**src/rtl/pcm_pdm_tx.sv**
```systemverilog
`default_nettype none
// ============================================================================
// Module   : pcm_pdm_tx
// Purpose  : PCM sample FIFO feeding a first-order sigma-delta PDM modulator.
// Revision : 1.0
// ============================================================================
module pcm_pdm_tx #(
    parameter int CLK_DIV     = 32,
    parameter int OSR         = 64,
    parameter int FIFO_DEPTH  = 4,
    parameter int PRIME_LEVEL = 2
) (
    input  logic                          clk_i,
    input  logic                          rst_ni,
    input  logic                          enable_i,
    input  logic [15:0]                   data_spk,
    input  logic                          data_spk_valid,
    output logic                          data_spk_ready,
    output logic                          pdm_o,
    output logic                          aud_sd_o,
    output logic                          underrun_o,
    output logic                          overflow_o,
    input  logic                          clr_flags_i,
    output logic [$clog2(FIFO_DEPTH):0]   fifo_level_o
);

    localparam int c_DIV_W = (CLK_DIV > 1) ? $clog2(CLK_DIV) : 1;
    localparam int c_FRM_W = (OSR > 1) ? $clog2(OSR) : 1;
    localparam int c_PTR_W = (FIFO_DEPTH > 1) ? $clog2(FIFO_DEPTH) : 1;
    localparam int c_LVL_W = $clog2(FIFO_DEPTH) + 1;

    typedef enum logic [1:0] {
        ST_MUTE  = 2'd0,
        ST_PRIME = 2'd1,
        ST_RUN   = 2'd2
    } state_t;

    state_t               r_state;
    state_t               w_state_nxt;

    logic [c_DIV_W-1:0]   r_div_cnt;
    logic [c_FRM_W-1:0]   r_frm_cnt;
    logic [15:0]          r_acc;
    logic [15:0]          r_u_cur;
    logic                 r_pdm;
    logic                 r_underrun;
    logic                 r_overflow;
    logic [c_LVL_W-1:0]   r_level;
    logic [c_PTR_W-1:0]   r_wr_ptr;
    logic [c_PTR_W-1:0]   r_rd_ptr;
    logic [15:0]          r_mem [FIFO_DEPTH];

    logic                 w_active;
    logic                 w_tick;
    logic                 w_boundary;
    logic                 w_push;
    logic                 w_pop;
    logic                 w_underrun_set;
    logic                 w_overflow_set;
    logic [16:0]          w_sum;

    // Dropping enable flushes on the very next edge, so it gates all activity.
    assign w_active       = (r_state != ST_MUTE) && enable_i;
    assign w_tick         = w_active && (r_div_cnt == c_DIV_W'(CLK_DIV - 1));
    assign w_boundary     = w_tick && (r_frm_cnt == c_FRM_W'(OSR - 1));
    assign w_sum          = {1'b0, r_acc} + {1'b0, r_u_cur};

    assign data_spk_ready = (r_state != ST_MUTE) && (r_level < c_LVL_W'(FIFO_DEPTH));
    assign w_push         = data_spk_valid && data_spk_ready;
    assign w_overflow_set = data_spk_valid && !data_spk_ready && (r_state != ST_MUTE);

    always_comb begin
        w_state_nxt    = r_state;
        w_pop          = 1'b0;
        w_underrun_set = 1'b0;
        if (!enable_i) begin
            w_state_nxt = ST_MUTE;
        end else begin
            case (r_state)
                ST_MUTE: begin
                    w_state_nxt = ST_PRIME;
                end
                ST_PRIME: begin
                    if (w_boundary && (r_level >= c_LVL_W'(PRIME_LEVEL))) begin
                        w_pop       = 1'b1;
                        w_state_nxt = ST_RUN;
                    end
                end
                ST_RUN: begin
                    if (w_boundary) begin
                        if (r_level != '0) begin
                            w_pop = 1'b1;
                        end else begin
                            w_underrun_set = 1'b1;
                        end
                    end
                end
                default: begin
                    w_state_nxt = ST_MUTE;
                end
            endcase
        end
    end

    always_ff @(posedge clk_i or negedge rst_ni) begin
        if (!rst_ni) begin
            r_state <= ST_MUTE;
        end else begin
            r_state <= w_state_nxt;
        end
    end

    always_ff @(posedge clk_i or negedge rst_ni) begin
        if (!rst_ni) begin
            r_div_cnt  <= '0;
            r_frm_cnt  <= '0;
            r_acc      <= '0;
            r_u_cur    <= 16'h8000;
            r_pdm      <= 1'b0;
            r_level    <= '0;
            r_wr_ptr   <= '0;
            r_rd_ptr   <= '0;
            r_underrun <= 1'b0;
            r_overflow <= 1'b0;
        end else begin
            if (!w_active) begin
                r_div_cnt <= '0;
                r_frm_cnt <= '0;
                r_acc     <= '0;
                r_u_cur   <= 16'h8000;
                r_pdm     <= 1'b0;
                r_level   <= '0;
                r_wr_ptr  <= '0;
                r_rd_ptr  <= '0;
            end else begin
                if (w_tick) begin
                    r_div_cnt      <= '0;
                    r_frm_cnt      <= w_boundary ? '0 : r_frm_cnt + c_FRM_W'(1);
                    {r_pdm, r_acc} <= w_sum;
                end else begin
                    r_div_cnt <= r_div_cnt + c_DIV_W'(1);
                end
                // Stored samples are signed; the modulator wants offset binary.
                if (w_pop) begin
                    r_u_cur  <= r_mem[r_rd_ptr] ^ 16'h8000;
                    r_rd_ptr <= r_rd_ptr + c_PTR_W'(1);
                end
                if (w_push) begin
                    r_wr_ptr <= r_wr_ptr + c_PTR_W'(1);
                end
                r_level <= r_level + c_LVL_W'(w_push) - c_LVL_W'(w_pop);
            end
            r_underrun <= w_underrun_set || (r_underrun && !clr_flags_i);
            r_overflow <= w_overflow_set || (r_overflow && !clr_flags_i);
        end
    end

    always_ff @(posedge clk_i) begin
        if (w_push && w_active) begin
            r_mem[r_wr_ptr] <= data_spk;
        end
    end

    assign pdm_o        = r_pdm;
    assign aud_sd_o     = (r_state != ST_MUTE);
    assign underrun_o   = r_underrun;
    assign overflow_o   = r_overflow;
    assign fifo_level_o = r_level;

endmodule
`default_nettype wire

```
**config.mk**
```make
export PLATFORM = sky130hd
export DESIGN_NAME = pcm_pdm_tx
export DESIGN_NICKNAME = d
export VERILOG_FILES = /design/src/rtl/pcm_pdm_tx.sv
export SDC_FILE = /design/constraint.sdc
export NUM_CORES = 1
export LEC_CHECK = 0
export CORE_UTILIZATION = 40
export DETAILED_ROUTE_END_ITERATION = 7
export GPL_TIMING_DRIVEN = 0
export PLACE_DENSITY_LB_ADDON = 0.1
export SETUP_SLACK_MARGIN = 0.02
export SLEW_MARGIN = 40
export SYNTH_ARGS = -nofsm -noshare
export SYNTH_HDL_FRONTEND = slang
export SYNTH_SLANG_ARGS = --single-unit
```
**constraint.sdc**
```tcl
create_clock -name clk_i -period 3.56 [get_ports clk_i]
set_input_delay 0.89 -clock clk_i [delete_from_list [all_inputs] [get_ports clk_i]]
set_output_delay 0.89 -clock clk_i [all_outputs]
set_load 0.01 [all_outputs]
```
After elaboration in Yosys (flattened, before gate mapping)

Memories as Yosys holds them, arrays and structs flattened.
Index checks and enable logic that the tools add are counted.

Memories kept: 1
RAM bits: 64
Flip-flop bits (word level): 55
Word-level logic and storage cells: 80
Input port bits: 21

Magnitude comparators: 2
Equality and inequality tests: 9
Add/subtract/negate cells: 7
Bitwise logic cells: 1
Muxes and demuxes: 30
Reduce and logical (&&, ||, !) cells: 19

Memory list:

| name  | words | width | read ports | clocked after Yosys merged registers in | write ports | line | source |
|---|---|---|---|---|---|---|---|
| r_mem | 4     | 16    | 1          | 0                                       | 1           | 51   | `logic [15:0] r_mem [FIFO_DEPTH];` |

Operators by type and width:

| kind                                                                                 | count |
|---|---|
| 16-bit 2-to-1 mux                                                                    | 4 |
| 6-bit 2-to-1 mux                                                                     | 3 |
| 16-bit by 16-bit adder with 17-bit output                                            | 1 |
| 1-bit 2-to-1 mux                                                                     | 12 |
| 2-bit 2-to-1 mux                                                                     | 6 |
| 1-bit logical AND                                                                    | 11 |
| 5-bit 2-to-1 mux                                                                     | 2 |
| 6-bit by 1-bit adder with 6-bit output (second input constant)                       | 1 |
| 6-bit == test (second input constant)                                                | 1 |
| 2-bit by 1-bit inequality test with 1-bit output (second input constant)             | 3 |
| 2-bit one-hot mux with 3 select lines                                                | 1 |
| 5-bit by 1-bit adder with 5-bit output (second input constant)                       | 1 |
| 5-bit == test (second input constant)                                                | 1 |
| 2-bit by 1-bit adder with 2-bit output (second input constant)                       | 2 |
| 3-bit by 1-bit adder with 3-bit output                                               | 1 |
| 3-bit by 2-bit greater-or-equal comparator with 1-bit output (second input constant) | 1 |
| 3-bit less-than comparator (second input constant)                                   | 1 |
| 3-bit 2-to-1 mux                                                                     | 1 |
| 3-bit inequality test (second input constant)                                        | 1 |
| 3-bit nonzero test                                                                   | 1 |
| 3-bit by 1-bit subtractor with 3-bit output                                          | 1 |
| 2-bit by 1-bit == test with 1-bit output (second input constant)                     | 1 |
| 2-bit == test (second input constant)                                                | 1 |
| 1-bit logical NOT                                                                    | 2 |
| 7 further kinds                                                                      | 8 |

Depth between registers and ports, before layout

Depth in word-level cells: 10
Mapped depth: 16

Worst setup path before layout

OpenSTA, ideal clock, no wires.

Path type: register to register
From: register r_div_cnt[0]
To: register r_level[2], in the netlist fifo_level_o[2]
Data arrival time: 3.034 ns
Stages on the path, launching flop included: 17
Period minus slack after synthesis: 3.166 ns
Path buffers: 3
Slack: 0.394 ns
Data required time: 3.428 ns
Cell sequence: dfrtp_1 ha_1 and3_1 ha_1 buf_2 nand3b_1 or4b_4 buf_6 clkbuf_1 inv_1 ha_1 inv_1 ha_1 inv_1 fa_1 xnor2_1 nor2_1

Cells in the longest elaborated chain, start to end: 9

RTL lines:

| what                                          | line | source |
|---|---|---|
| start, declared                               | 41   | `logic [c_DIV_W-1:0] r_div_cnt;` |
| start signal, assigned                        | 141  | `r_div_cnt <= r_div_cnt + c_DIV_W'(1);` |
| 5-bit == test *                               | 64   | `assign w_tick = w_active && (r_div_cnt == c_DIV_W'(CLK_DIV - 1));` |
| 1-bit logical AND *                           | 64   |  |
| 1-bit logical AND *                           | 65   | `assign w_boundary = w_tick && (r_frm_cnt == c_FRM_W'(OSR - 1));` |
| 1-bit logical AND                             | 84   | `if (w_boundary && (r_level >= c_LVL_W'(PRIME_LEVEL))) begin` |
| 1-bit 2-to-1 mux                              | 84   |  |
| 1-bit one-hot mux with 2 select lines *       | 79   | `case (r_state)` |
| 1-bit 2-to-1 mux *                            | 76   | `if (!enable_i) begin` |
| 3-bit by 1-bit subtractor with 3-bit output * | 151  | `r_level <= r_level + c_LVL_W'(w_push) - c_LVL_W'(w_pop);` |
| 3-bit 2-to-1 mux *                            | 126  | `if (!w_active) begin` |
| end signal, assigned                          | 151  |  |
| end, declared                                 | 48   | `logic [c_LVL_W-1:0] r_level;` |

Every way passes the cells marked *; elsewhere a longest branch is shown, timed or not.
A chain may end at the register's enable or synchronous reset.

Worst setup path after layout

Same ends and word-level chain as after synthesis.

==> results.sh <==
export IMPL_cp_arrival_ns=3.37
export IMPL_synth_area_leaders="edfxtp_1 (34%), dfrtp_1 (24%), ha_1 (6.7%)"
export IMPL_worstSetupStartpointType="register"
export IMPL_endpoint_kind="register"
export IMPL_viasPerCell=5.21
export IMPL_dp_hpwl_um=7450
export IMPL_utilization=0.501
export IMPL_dr_pass1_iters=4
export IMPL_cts_resized=0
export IMPL_wire_per_inst_um=16.5
export IMPL_cts_tree="done"
export IMPL_io_pins=29
export IMPL_post_route_drc_count=0
export IMPL_rows=42
export IMPL_synth_avg_cell_area_um2=12.8
export IMPL_fin_ws_ns=0.467
export IMPL_antenna_found_initial=0
export IMPL_cp_max_fo=19
export IMPL_gp_congestion=0.785
export IMPL_synth_edf_count=64
export IMPL_nets=537
export IMPL_first_iter_violations=221
export IMPL_htree_levels=4
export IMPL_synth_top_area_share=0.343
export IMPL_grt_overflow_total=0
export IMPL_post_synth_top_area_cell="edfxtp_1"
export IMPL_min_delay_path_class="in2async"
export IMPL_max_cap_violations=0
export IMPL_p_leak_uw=0.00272
export IMPL_critPathKind="reg2reg"
export IMPL_cts_sinks=119
export IMPL_min_period_over_period=0.869
export IMPL_coreArea_mm2=0.0135
export IMPL_critPathMaxStageDelay_ns=0.50
export IMPL_clkTransAtPathRegs_ns=0.06
export IMPL_port_buffers=28
export IMPL_cp_required_ns=3.83
export IMPL_rsz0062_at_grt="false"
export IMPL_worst_path_most_repeated_cell="ha_1"
export IMPL_cts_made_buffers=17
export IMPL_cts_root_buf="clkbuf_16"
export IMPL_dp_slack_ns=-0.577
export IMPL_synth_flop_cell="edfxtp_1"
export IMPL_worst_pin_slew_ns=0.710
export IMPL_postRouteAntennaNets=0
export IMPL_syn_area_mm2=0.00560
export IMPL_clock_path_buffers=2
export IMPL_setup_viol=0
export IMPL_synth_seq_cells=119
export IMPL_grt_first_pass_wirelength_um=18700
export IMPL_totalWireLength_um=11100
export IMPL_tns_ns=0
export IMPL_drive_gt1_frac=0.121
export IMPL_async_flop_share=0.462
export IMPL_yosysSeqAreaShare=0.590
export IMPL_p_per_area_mw_per_mm2=538
export IMPL_clk_latency_ns=0.41
export IMPL_antenna_cells=0
export IMPL_gr_usage_all_layers=0.172
export IMPL_synth_cell_types=50
export IMPL_initial_core_util=0.416
export IMPL_die_area_mm2=0.0145
export IMPL_slew_headroom=0.527
export IMPL_fmax_mhz=323
export IMPL_slowest_stage="or4b_4"
export IMPL_grt_max_degree=32
export IMPL_ctsHoldBuffers=0
export IMPL_ir_drop_uv=499
export IMPL_min_period_ns=3.09
export IMPL_maxSlewViolCount=0
export IMPL_yosys_warnings=0
export IMPL_syn_inst=436
export IMPL_fin_skew_ns=0.00942
export IMPL_vias=3509
export IMPL_area_delta_synth_final_pct=20.4
export IMPL_syn_nets=489
export IMPL_cp_cell_sequence="ha_1 -> and3_1 -> ha_1 -> buf_2 -> nand3b_1 -> or4b_4 -> buf_6 -> inv_1 -> ha_1 -> inv_1 -> ha_1 -> inv_1 -> fa_1 -> xnor2_1 -> nor2_1"
export IMPL_status="completed"
export IMPL_grt_pass1_vias=3610
export IMPL_die_h_um=120
export IMPL_hold_viol=0
export IMPL_die_w_um=120
==> layout by cell type, fill, tap and decap left out, drive strengths merged, types with 2 or more instances in the layout <==
cell	count
clkdlybuf4s50	27
edfxtp	64
xor2	10
clkbuf	33
a211oi	2
ha	30
a311oi	2
xnor2	6
a32o	3
a21oi	19
clkinv	4
fa	2
nand4	3
and2	4
nand2b	2
nand3	22
inv	31
nor2	20
o21ai	33
nor3	7
o21a	4
buf	9
bufinv	4
a211o	2
dfrtp	54
nor2b	5
and3	11
a21o	4
nand2	23
o41ai	2
mux2i	8
or3	4
nand3b	4
clkinvlp	3
a31oi	3
o211ai	4
mux4	16
==> routing by layer <==
metal  vias to the layer above  wire (µm)  part of all wire  track usage
li1                       1714          -                 -            -
met3                        10        275             0.025       0.0453
met2                        38       5270              0.48        0.273
met5                         -          0                 0            0
met4                         0        115             0.010       0.0548
met1                      1747       5410              0.49        0.231
==> state kept, by name (all words and copies together), names as in the netlist <==
signal        flops
pdm_o             1
r_acc            16
r_rd_ptr          2
fifo_level_o      3
r_frm_cnt         6
r_div_cnt         5
r_state           2
r_wr_ptr          2
overflow_o        1
r_mem            64
underrun_o        1
r_u_cur          16
==> cell families after synthesis <==
family	count (synthesis)	share of synthesized area
and+or+nand+nor	108	0.0990
DFF	119	0.590
buffers and inverters	50	0.0355
AOI/OAI and AO/OA	87	0.0979
muxes	24	0.0787
xor gates and xnor gates	16	0.0250
adders and majority gates	32	0.0742
==> final cells by class <==
class	count	area (µm²)
fill	1192	6720
buffer	19	82.6
multi-input combinational	267	2100
clock buffer	20	437
timing repair buffer	30	305
inverter	30	113
tap	176	220
sequential	119	3300
clock inverter	12	176
==> cells in the mapped netlist (3+ instances only) <==
cell      number
clkbuf_1      14
nand3b_1       4
inv_1         30
or3_1          4
nand4_1        3
mux4_2        16
o211ai_1       4
dfrtp_1       54
buf_2          3
nor2b_1        5
xnor2_1        6
o21ai_1       17
a32o_1         3
edfxtp_1      64
and3_1        11
nand2_1       23
and2_1         4
o21a_1         4
a21oi_1       19
nor2_1        20
a31oi_1        3
nand3_1       21
o21ai_0       16
nor3_1         7
a21o_1         4
ha_1          30
xor2_1        10
mux2i_1        8
==> per-stage QoR <==
stage                     total power [µW]  cells  instance area, µm²  hold WS (ns)
after floorplan                       1720    436                5600         0.442
after global placement                1860    640                6100         0.456
after detailed placement              1880    641                6120         0.460
after CTS                             3660    674                6740         0.390
after global routing                  3770    673                6740         0.406
final                                 3630    673                6740         0.384
==> report_power, final <==
group          switching, µW  total (µW)  internal [µW]
clock network            610        1780           1170
registers               21.0        1520           1500
logic                    203         324            121
==> critical path: cells and delay by family, from the launching register on <==
family | cells | cell delay (ns)
flip-flops | 1 | 0.36
AND/OR/NAND/NOR | 4 | 0.86
XOR/XNOR | 1 | 0.14
adder cells (fa/ha/maj) | 5 | 1.04
buffers and inverters | 5 | 0.53
==> final timing paths <==
| path | start | end | slack [ns] | depth (start not counted) |
|---|---|---|---|---|
| min | rst_ni | r_frm_cnt[3]$_DFFE_PN0P_ | 0.38 | 1 |
| min in group clk_i | r_div_cnt[0]$_DFF_PN0_ | r_div_cnt[0]$_DFF_PN0_ | 0.47 | 1 |
| max | r_div_cnt[0]$_DFF_PN0_ | fifo_level_o[2]$_DFF_PN0_ | 0.47 | 15 |
| max in group asynchronous | rst_ni | r_u_cur[15]$_DFFE_PN1P_ | 2.61 | 2 |
| min reg2reg | r_div_cnt[0]$_DFF_PN0_ | r_div_cnt[0]$_DFF_PN0_ | 0.47 | 1 |
| max reg2reg | r_div_cnt[0]$_DFF_PN0_ | fifo_level_o[2]$_DFF_PN0_ | 0.47 | 15 |
==> what timing repair did <==
action / in CTS / in global routing
setup buffers: 1 / 0
pin swaps: 1 / 0
endpoints found under the setup margin: 2 / 2
Power figures use the tool's default switching activity.
